### src/rtl/note_seq_ctrl_if.sv
// -----------------------------------------------------------------------------
// note_seq_ctrl_if
//
// Purpose:
//   Bus between the note sequencer and the 8 x 4-bit note register file.
//   The sequencer is the only agent that drives the write enable, address
//   and write data lines; the register file only returns read data.
//
// Signals:
//   rf_rw     1  register-file RW (1 = write enable, 0 = read)
//   rf_addr   3  register-file address
//   rf_wdata  4  register-file write data
//   rf_rdata  4  register-file read data, combinational from rf_addr
//
// Modports:
//   master  sequencer side (drives rf_rw/rf_addr/rf_wdata, samples rf_rdata)
//   slave   register-file side
// -----------------------------------------------------------------------------
interface note_seq_ctrl_if;
    logic       rf_rw;
    logic [2:0] rf_addr;
    logic [3:0] rf_wdata;
    logic [3:0] rf_rdata;

    modport master (
        output rf_rw,
        output rf_addr,
        output rf_wdata,
        input  rf_rdata
    );

    modport slave (
        input  rf_rw,
        input  rf_addr,
        input  rf_wdata,
        output rf_rdata
    );
endinterface

### src/rtl/note_seq_ctrl.sv
// -----------------------------------------------------------------------------
// note_seq_ctrl
//
// Purpose:
//   Record/playback sequencer for the electronic piano's 8-entry x 4-bit note
//   register file.
//     - REC  : each key press is written to the next free address (0..7).
//     - PLAY : entries 0..count-1 are read back in order; each note is shown
//              on note_out for TEMPO_DIV+1 clock cycles (one fetch cycle plus
//              TEMPO_DIV wait cycles).
//   This block is the only driver of the register file's RW/address/data-in
//   lines and never touches the stored contents outside REC write cycles.
//
// Configuration:
//   NOTE_SEQ_LOOP_EN  defined   : playback wraps to entry 0 after the last
//                                 note and repeats until stop.
//                     undefined : playback ends after the last note and the
//                                 block returns to IDLE.
//
// Parameters:
//   TEMPO_DIV  clk cycles spent waiting per note (minimum 2)
//   DEPTH      number of register-file entries (fixed at 8, 3-bit address)
//
// Ports:
//   clk         in   1  system clock, all state on rising edge
//   rst         in   1  asynchronous, active-high reset
//   rec_start   in   1  pulse, begin recording (from IDLE only)
//   play_start  in   1  pulse, begin playback (from IDLE, needs count > 0)
//   stop        in   1  pulse, abort record/playback
//   key_valid   in   1  pulse, key_code valid
//   key_code    in   4  note code of pressed key
//   rf          if      register-file bus (master side)
//   note_out    out  4  current playback note
//   note_valid  out  1  high while note_out holds a played note
//   count       out  4  number of recorded notes, 0..8
//   busy        out  1  high when not IDLE
//   full        out  1  count == 8
// -----------------------------------------------------------------------------
module note_seq_ctrl #(
    parameter int TEMPO_DIV = 50000,
    parameter int DEPTH     = 8
) (
    input  logic                   clk,
    input  logic                   rst,
    input  logic                   rec_start,
    input  logic                   play_start,
    input  logic                   stop,
    input  logic                   key_valid,
    input  logic [3:0]             key_code,
    note_seq_ctrl_if.master        rf,
    output logic [3:0]             note_out,
    output logic                   note_valid,
    output logic [3:0]             count,
    output logic                   busy,
    output logic                   full
);

    // -------------------------------------------------------------------------
    // Constants
    // -------------------------------------------------------------------------
    localparam logic [1:0] S_IDLE       = 2'd0;
    localparam logic [1:0] S_REC        = 2'd1;
    localparam logic [1:0] S_PLAY_FETCH = 2'd2;
    localparam logic [1:0] S_PLAY_WAIT  = 2'd3;

    localparam int            TW         = $clog2(TEMPO_DIV);
    localparam logic [TW-1:0] TEMPO_LAST = TW'(TEMPO_DIV - 1);
    localparam logic [3:0]    COUNT_MAX  = 4'(DEPTH);

    // -------------------------------------------------------------------------
    // State
    // -------------------------------------------------------------------------
    logic [1:0]    state;
    logic [2:0]    ptr;
    logic [TW-1:0] tempo_cnt;
    logic          more_notes;

    // Another recorded note follows the current one (ptr+1 < count),
    // evaluated at 4 bits so that ptr = 7 does not wrap.
    assign more_notes = ({1'b0, ptr} + 4'd1) < count;

    // Status flags are pure decodes of registered state.
    assign busy = (state != S_IDLE);
    assign full = (count == COUNT_MAX);

    // -------------------------------------------------------------------------
    // Sequencer
    // -------------------------------------------------------------------------
    // NOTE: every register here is assigned with <= so that all of them sample
    // the pre-edge values of each other; a blocking = would let later
    // statements see already-updated state and break the cycle timing.
    always_ff @(posedge clk or posedge rst) begin
        if (rst) begin
            state       <= S_IDLE;
            ptr         <= '0;
            tempo_cnt   <= '0;
            count       <= '0;
            note_out    <= '0;
            note_valid  <= 1'b0;
            rf.rf_rw    <= 1'b0;
            rf.rf_addr  <= '0;
            rf.rf_wdata <= '0;
        end else begin
            // Write enable is a one-cycle strobe; only an accepted key in REC
            // raises it again below.
            rf.rf_rw <= 1'b0;

            case (state)
                S_IDLE: begin
                    if (rec_start) begin
                        // rec_start has priority over a simultaneous play_start.
                        state <= S_REC;
                        count <= '0;
                    end else if (play_start && (count != 4'd0)) begin
                        state      <= S_PLAY_FETCH;
                        ptr        <= '0;
                        rf.rf_addr <= '0;
                    end
                end

                S_REC: begin
                    if (stop) begin
                        // stop beats a same-cycle key_valid: nothing is written.
                        state <= S_IDLE;
                    end else if (key_valid && !full) begin
                        rf.rf_rw    <= 1'b1;
                        rf.rf_addr  <= count[2:0];
                        rf.rf_wdata <= key_code;
                        count       <= count + 4'd1;
                    end
                end

                S_PLAY_FETCH: begin
                    if (stop) begin
                        state      <= S_IDLE;
                        note_valid <= 1'b0;
                        note_out   <= '0;
                    end else begin
                        // rf_addr has held ptr for this whole cycle, so the
                        // combinational read data is settled here.
                        note_out   <= rf.rf_rdata;
                        note_valid <= 1'b1;
                        tempo_cnt  <= '0;
                        state      <= S_PLAY_WAIT;
                    end
                end

                S_PLAY_WAIT: begin
                    if (stop) begin
                        state      <= S_IDLE;
                        note_valid <= 1'b0;
                        note_out   <= '0;
                    end else if (tempo_cnt == TEMPO_LAST) begin
                        if (more_notes) begin
                            ptr        <= ptr + 3'd1;
                            rf.rf_addr <= ptr + 3'd1;
                            state      <= S_PLAY_FETCH;
                        end else begin
`ifdef NOTE_SEQ_LOOP_EN
                            // Wrap to the first note and keep playing.
                            ptr        <= '0;
                            rf.rf_addr <= '0;
                            state      <= S_PLAY_FETCH;
`else
                            // Sequence finished: clear the note and go idle.
                            state      <= S_IDLE;
                            note_valid <= 1'b0;
                            note_out   <= '0;
`endif
                        end
                    end else begin
                        tempo_cnt <= tempo_cnt + TW'(1);
                    end
                end

                default: begin
                    state <= S_IDLE;
                end
            endcase
        end
    end

endmodule
### src/flat_wrapper.sv
// flat-port wrapper written by rule: the top's interface ports become plain ports
module note_seq_ctrl_flat 
#(
    parameter int TEMPO_DIV = 50000,
    parameter int DEPTH     = 8
)
  (clk, rst, rec_start, play_start, stop, key_valid, key_code, note_out, note_valid, count, busy, full, rf_rf_rw, rf_rf_addr, rf_rf_wdata, rf_rf_rdata);
  note_seq_ctrl_if rf_i ();
  input  logic clk;
  input  logic rst;
  input  logic rec_start;
  input  logic play_start;
  input  logic stop;
  input  logic key_valid;
  input  logic [3:0] key_code;
  output logic [3:0] note_out;
  output logic note_valid;
  output logic [3:0] count;
  output logic busy;
  output logic full;
  output wire logic [$bits(rf_i.rf_rw)-1:0] rf_rf_rw;
  output wire logic [$bits(rf_i.rf_addr)-1:0] rf_rf_addr;
  output wire logic [$bits(rf_i.rf_wdata)-1:0] rf_rf_wdata;
  input wire logic [$bits(rf_i.rf_rdata)-1:0] rf_rf_rdata;
  assign rf_rf_rw = rf_i.rf_rw;
  assign rf_rf_addr = rf_i.rf_addr;
  assign rf_rf_wdata = rf_i.rf_wdata;
  assign rf_i.rf_rdata = rf_rf_rdata;
  note_seq_ctrl #(.TEMPO_DIV(TEMPO_DIV), .DEPTH(DEPTH)) u_core (.clk(clk), .rst(rst), .rec_start(rec_start), .play_start(play_start), .stop(stop), .key_valid(key_valid), .key_code(key_code), .rf(rf_i), .note_out(note_out), .note_valid(note_valid), .count(count), .busy(busy), .full(full));
endmodule
### config.mk
export PLATFORM = sky130hd
export DESIGN_NAME = note_seq_ctrl_flat
export DESIGN_NICKNAME = d
export VERILOG_FILES = /design/src/rtl/note_seq_ctrl_if.sv /design/src/rtl/note_seq_ctrl.sv /design/src/flat_wrapper.sv
export SDC_FILE = /design/constraint.sdc
export NUM_CORES = 1
export LEC_CHECK = 0
export CAP_MARGIN = 20
export CELL_PAD_IN_SITES_DETAIL_PLACEMENT = 1
export CELL_PAD_IN_SITES_GLOBAL_PLACEMENT = 1
export CORE_ASPECT_RATIO = 0.5
export CORE_MARGIN = 1
export CORE_UTILIZATION = 44
export CTS_CLUSTER_SIZE = 20
export DETAILED_ROUTE_END_ITERATION = 6
export PLACE_DENSITY = 0.85
export SYNTH_ARGS = -nofsm -noshare
export SYNTH_HDL_FRONTEND = slang
export SYNTH_SLANG_ARGS = --single-unit
### constraint.sdc
create_clock -name clk -period 4.4 [get_ports clk]
set_clock_uncertainty 0.05 [all_clocks]
set_input_delay 1.1 -clock clk [delete_from_list [all_inputs] [get_ports clk]]
set_output_delay 1.1 -clock clk [all_outputs]
set_load 0.05 [all_outputs]
==> results.md, run 1 <==
* FF-to-FF Start: u_core.ptr[0]
* Prevailing post-synth register cell: dfrtp_1
* Switching Share at 42.4%
* Cell area after synthesis at 2010 sq um
* Register area at 951 sq um
* Average wire per standard cell at 18.3 um
* Initial antenna violation count at 0
* Syn Nets at 224
* Number of global-route vias before repair at 1865
* Gate count of the mapped netlist at 203
* Longest Clk Path Bufs at 2
* Max Freq at 305 MHz
* Row cnt at 16
* Worst Min Path Start: u_core.note_valid
* Endpoints failing hold at 0
* Seq pwr share at 33.6%
* Routability cong. at 0.842
* Clk sink count at 38
* 1st-pass router iterations at 4
* DIE AREA at 4860 sq um
* Buffers on Ports at 32
* Post-place setup slack at 1210 ps
* Reg2reg setup slack at 1730 ps
* Initial core utilization at 48.5%
* Insertion delay to the later sink of the worst-skew pair at 290 ps
* Post-CTS Setup Bufs at 0
* I/O pins at 33
* Top post-synthesis cells by count: dfrtp_1, nand2_1, nor2_1
* Clock network power share at 23.4%
* Fin cells at 295
* CTS tree: built
* CP required at 3250 ps
* EDFF count, synth at 0
* Synth area leader: dfrtp_1
* Syn-to-layout area delta at 27.0%
* Multi-input gate area at 1010 sq um
* Netlist cell types at 40
* Max Cap Violations at 0
* Nets at 261
* Internal Pwr Total at 0.924 mW
* DIE HEIGHT at 49.8 um
* Post-Route Setup TNS at 0 ps
* Vias per cell at 5.80
* Tcrit/Tclk final at 74.5%
* Minimum clock period at 3280 ps
* # diodes at 0
* Worst Hold End: u_core.note_valid
* PD cells at 628 nW/um^2
* Root buf cell: clkbuf_8
* Die width at 97.6 um
* R2r endpoint: u_core.ptr[2]
* Worst-path fanout max at 5
* Hold Path Depth at 1
* Least-Margin Pin Slew at 854 ps
* Design area at 2550 sq um
* Number of remaining DRC errors at 0
* Vias at 1712
* # setup viols final at 0
* All-Layer GR Usage at 25.1%
* Clk slew on worst S/H paths at 80 ps
* Comb power frac at 43.0%
* Yosys top cell area share at 47.3%
* Switching power total at 0.680 mW
* Final Util at 61.6%
* Post-CTS resize count at 0
* Total gr overflow at 0
* Largest net degree at the start of global routing at 24
* Post-Syn Area per Cell at 9.90 sq um
* Global-route wire length before repair at 9340 um
* Share of layout cells above drive strength 1 at 9.54%
* Filler Cell Count at 472
* Core Area at 4140 sq um
* Peak VDD IR at 0.000430 V
* ANT nets after route at 0
* Total Wirelength at 5410 um
* Slew margin rel. at 43.0%
* Async set-or-reset flop fraction in the synthesized netlist at 100%
* Number of hold buffers added after cts at 0
* Placed cell area at 2410 sq um
* Outcome: completed
* WS Path Type: flop to primary output
* Final WS setup at 1120 ps
* H-Tree Depth at 2
* #FFs+latches synth at 38
* Static leakage at 1.10 nW
* Initial DRC Count at 73
* Synth warnings at 0
* CP Launch Type: flop
* RSZ-0062 raised after global routing: false
* Register area share after synthesis at 47.3%
* Hold Crit Class: flop to flop
* R2R cell count at 8
* Inserted Clock Buffers at 5
* Max Slew Vio Count at 0
* Placed insts at 287
* Final HPWL DP at 3730 um
* Most common cell in the netlist: dfrtp_1
* Crit. End Element: primary output
* Top cells by area, synth: dfrtp_1, a22o_1, ha_1, nand2_1, xnor2_1
* CP Data Arrival Time at 2130 ps
## power groups by stage
stage,Sequential (mW),Clock (mW),Combinational (mW)
floorplan,0.701,0,0.286
global placement,0.536,0,0.662
detailed placement,0.542,0,0.681
CTS,0.539,0.379,0.692
global route,0.556,0.396,0.736
finish,0.539,0.375,0.690
## area by class of cell
| class | count | share of cell area [%] |
|---|---|---|
| clock inverter | 2 | 2.35 |
| timing repair buffer | 36 | 13.7 |
| multi-input combinational | 150 | 39.5 |
| sequential | 38 | 37.2 |
| clock buffer | 6 | 3.23 |
| tap | 54 | 2.65 |
| inverter | 9 | 1.32 |
## critical path: stages, from the launching register on
cell	delay, ps
dfrtp_1	430
inv_1	120
ha_1	180
and3b_1	270
clkdlybuf4s50_1	830
## layout by cell type, fill, tap and decap left out, drive strengths merged, types with 6 or more instances in the layout
master	instances
dfrtp	38
nand2	22
a22o	10
ha	7
clkbuf	6
nand3	8
xnor2	9
clkdlybuf4s50	32
nand4	6
inv	9
nor2	17
o21ai	11
## kinds of logic (layout without fill, tap and decap cells)
logic type	Yosys count	count (layout)	share of synthesized area [%]
simple gates	84	84	22.5
flops	38	38	47.3
compound gates	37	37	12.6
buf+inv	15	53	2.86
xor+xnor	14	14	6.10
mux	8	8	4.29
fa+ha+maj	7	7	4.36
## per-stage QoR
step	hold slack, ps	power [mW]
after global routing	460	1.69
after detailed placement	429	1.22
after global placement	410	1.20
after CTS	454	1.61
after floorplan	428	0.987
final	446	1.60
## registers in the layout, summed over array words and instances (netlist names)
signal and cells:
u_core.note_out 4, u_core.rf.rf_wdata 4, u_core.rf.rf_addr 3, u_core.count 4
u_core.note_valid 1, u_core.ptr 3, u_core.tempo_cnt 16, u_core.state 2
u_core.rf.rf_rw 1
## worst max-delay path by stage
stage	slack [ps]	endpoint	startpoint
floorplan	1860	u_core.count[3]	u_core.count[0]
global placement	1300	u_core.tempo_cnt[9]	stop
detailed placement	1210	u_core.tempo_cnt[9]	stop
CTS	1110	full	u_core.count[0]
global route	1000	busy	u_core.state[1]
finish	1120	full	u_core.count[1]
## per-layer routing
layer  global-route usage, %  part of all wire, %  wire, um  vias to the layer above
met3                    5.96                  4.6       250                        8
met1                    32.4                   46      2500                      860
met2                    42.0                   47      2560                       48
met5                       0                    0         0                        -
met4                    8.59                  1.8        95                        0
li1                        -                    -         -                      796
(Power assumes the default switching activity.)
==> inputs of run 2 (changes only) <==
--- a/config.mk
+++ b/config.mk
@@ -10,10 +10,10 @@
 export CELL_PAD_IN_SITES_GLOBAL_PLACEMENT = 1
 export CORE_ASPECT_RATIO = 0.5
 export CORE_MARGIN = 1
-export CORE_UTILIZATION = 44
+export CORE_UTILIZATION = 41
 export CTS_CLUSTER_SIZE = 20
 export DETAILED_ROUTE_END_ITERATION = 6
-export PLACE_DENSITY = 0.85
+export PLACE_DENSITY = 0.8
 export SYNTH_ARGS = -nofsm -noshare
 export SYNTH_HDL_FRONTEND = slang
 export SYNTH_SLANG_ARGS = --single-unit
==> constraint.sdc (replaced) <==
create_clock -name clk -period 3.16 [get_ports clk]
set_clock_uncertainty 0.05 [all_clocks]
set_input_delay 0.79 -clock clk [delete_from_list [all_inputs] [get_ports clk]]
set_output_delay 0.79 -clock clk [all_outputs]
set_load 0.05 [all_outputs]
==> results.md, run 2 (same netlist as run 1, synthesis figures left out) <==
* Outcome: completed (unchanged)
* CP Data Arrival Time at 2110 ps (was 2130 ps)
* DIE AREA at 5210 sq um (was 4860 sq um)
* 1st-pass router iterations at 4 (unchanged)
* Multi-input gate area at 1010 sq um (unchanged)
* Clk sink count at 38 (unchanged)
* Die width at 101 um (was 97.6 um)
* Initial core utilization at 44.2% (was 48.5%)
* H-Tree Depth at 2 (unchanged)
* Vias per cell at 5.42 (was 5.80)
* RSZ-0062 raised after global routing: false (unchanged)
* Met1 Use GR at 30.1% (was 32.4%)
* Core Area at 4550 sq um (was 4140 sq um)
* Post-place setup slack at 403 ps (was 1210 ps)
* Number of hold buffers added after cts at 0 (unchanged)
* All-Layer GR Usage at 23.2% (was 25.1%)
* # diodes at 0 (unchanged)
* Largest net degree at the start of global routing at 39 (was 24)
* Highest-count cells in the layout ignoring fill and taps: dfrtp_1, clkdlybuf4s50_1, nand2_1 (unchanged)
* CTS tree: built (unchanged)
* Worst-path fanout max at 7 (was 5)
* Post-CTS resize count at 0 (unchanged)
* Crit. End Element: primary output (unchanged)
* Number of remaining DRC errors at 0 (unchanged)
* WS Path Type: flop to primary output (unchanged)
* Max Cap Violations at 0 (unchanged)
* GR peak layer: met2 (unchanged)
* Inserted Clock Buffers at 5 (unchanged)
* Filler Cell Count at 537 (was 472)
* Insertion delay to the later sink of the worst-skew pair at 300 ps (was 290 ps)
* Share of layout cells above drive strength 1 at 10.6% (was 9.54%)
* Endpoints failing hold at 0 (unchanged)
* Register area at 951 sq um (unchanged)
* # setup viols final at 0 (unchanged)
* Vias at 1686 (was 1712)
* Max Freq at 339 MHz
* Initial antenna violation count at 0 (unchanged)
* Least-Margin Pin Slew at 566 ps (was 854 ps)
* Clk slew on worst S/H paths at 80 ps (about the same)
* Root buf cell: clkbuf_8 (unchanged)
* Hold slack at 442 ps (was 446 ps)
* Longest Clk Path Bufs at 2 (unchanged)
* I/O pins at 33 (unchanged)
* Static leakage at 1.10 nW (about the same)
* Post-CTS Setup Bufs at 0 (unchanged)
* Final HPWL DP at 3710 um (was 3730 um)
* Total gr overflow at 0 (unchanged)
* Syn-to-layout area delta at 26.7% (was 27.0%)
* CP required at 2320 ps (was 3250 ps)
* PD cells at 814 nW/um^2 (was 628 nW/um^2)
* Routability cong. at 0.887 (was 0.842)
* Grt met2 use at 37.6% (was 42.0%)
* CP Launch Type: flop (unchanged)
* Average wire per standard cell at 16.3 um (was 18.3 um)
* Slew margin rel. at 61.9% (was 43.0%)
* Hold Crit Class: flop to flop (unchanged)
* Global-route wire length before repair at 8850 um (was 9340 um)
* Number of global-route vias before repair at 1782 (was 1865)
* Peak VDD IR at 0.000554 V (was 0.000430 V)
* Nets at 265 (was 261)
* Post-Route Setup TNS at 0 ps (unchanged)
* Minimum clock period at 2950 ps
* Buffers on Ports at 32 (unchanged)
* Max reg flops at 16 (unchanged)
* R2R cell count at 8 (unchanged)
* Max Slew Vio Count at 0 (unchanged)
* Hold Path Depth at 1 (unchanged)
* Row cnt at 17 (was 16)
* Routing usage on met3 at 4.84% (was 5.96%)
* DIE HEIGHT at 51.5 um (was 49.8 um)
* Initial DRC Count at 55 (was 73)
* Total chip power at 2.07 mW (was 1.60 mW)
* Tcrit/Tclk final at 93.3%
* Total Wirelength at 5060 um (was 5410 um)
* Biggest register: u_core.tempo_cnt (unchanged)
* Most common cell after layout, fill and taps aside: dfrtp_1 (unchanged)
* ANT nets after route at 0 (unchanged)
* Final WS setup at 212 ps (was 1120 ps)
[run 2: area by class of cell]
type                    count  area share [%]
multi-input cells         150            39.6
flip-flops and latches     38            37.3
repair buffers             40            14.9
clock buffers               7            3.39
well taps                  66            3.24
inverters                   9            1.33
clock inverters             1           0.196
[run 2: stage by stage]
| stage | cells | cell area, sq um | util (%) |
|---|---|---|---|
| final | 311 | 2550 | 56.0 |
| after global routing | 311 | 2550 | 56.0 |
| after CTS | 311 | 2550 | 56.0 |
| after detailed placement | 303 | 2460 | 54.0 |
| after global placement | 303 | 2460 | 54.0 |
| after floorplan | 203 | 2010 | - |
[run 2: final timing paths]
path                                        start                    end  slack, ps
min in group asynchronous                     rst  u_core.rf.rf_wdata[1]        880
max in group asynchronous                     rst   u_core.tempo_cnt[15]       1840
worst max-delay path              u_core.count[0]                   full        210
worst min-delay path            u_core.note_valid      u_core.note_valid        440
worst min register to register  u_core.note_valid      u_core.note_valid        440
worst max register to register      u_core.ptr[0]          u_core.ptr[2]        510
[run 2: worst max-delay path: stages (launching register included)]
cell and delay (ps):
dfrtp_1 450, inv_1 100, ha_1 180, and3b_1 250
clkdlybuf4s50_1 830
[run 2: metal layers]
metal	up-vias	wire length (um)
met3	14	158
met4	0	105
li1	800	-
met5	-	0
met2	30	2440
met1	842	2360
[run 2: where the power goes]
part | internal [mW] | switching (mW)
Combinational | 0.370 | 0.648
Sequential | 0.605 | 0.0939
Clock | 0.176 | 0.179
Total | 1.15 | 0.921
==> inputs of run 3 (changes only) <==
--- a/config.mk
+++ b/config.mk
@@ -11,7 +11,7 @@
 export CORE_ASPECT_RATIO = 0.5
 export CORE_MARGIN = 1
 export CORE_UTILIZATION = 41
-export CTS_CLUSTER_SIZE = 20
+export CTS_CLUSTER_SIZE = 16
 export DETAILED_ROUTE_END_ITERATION = 6
 export PLACE_DENSITY = 0.8
 export SYNTH_ARGS = -nofsm -noshare
==> results of run 3 <==
Final layout, timing and power as in run 2 (identical DEF).
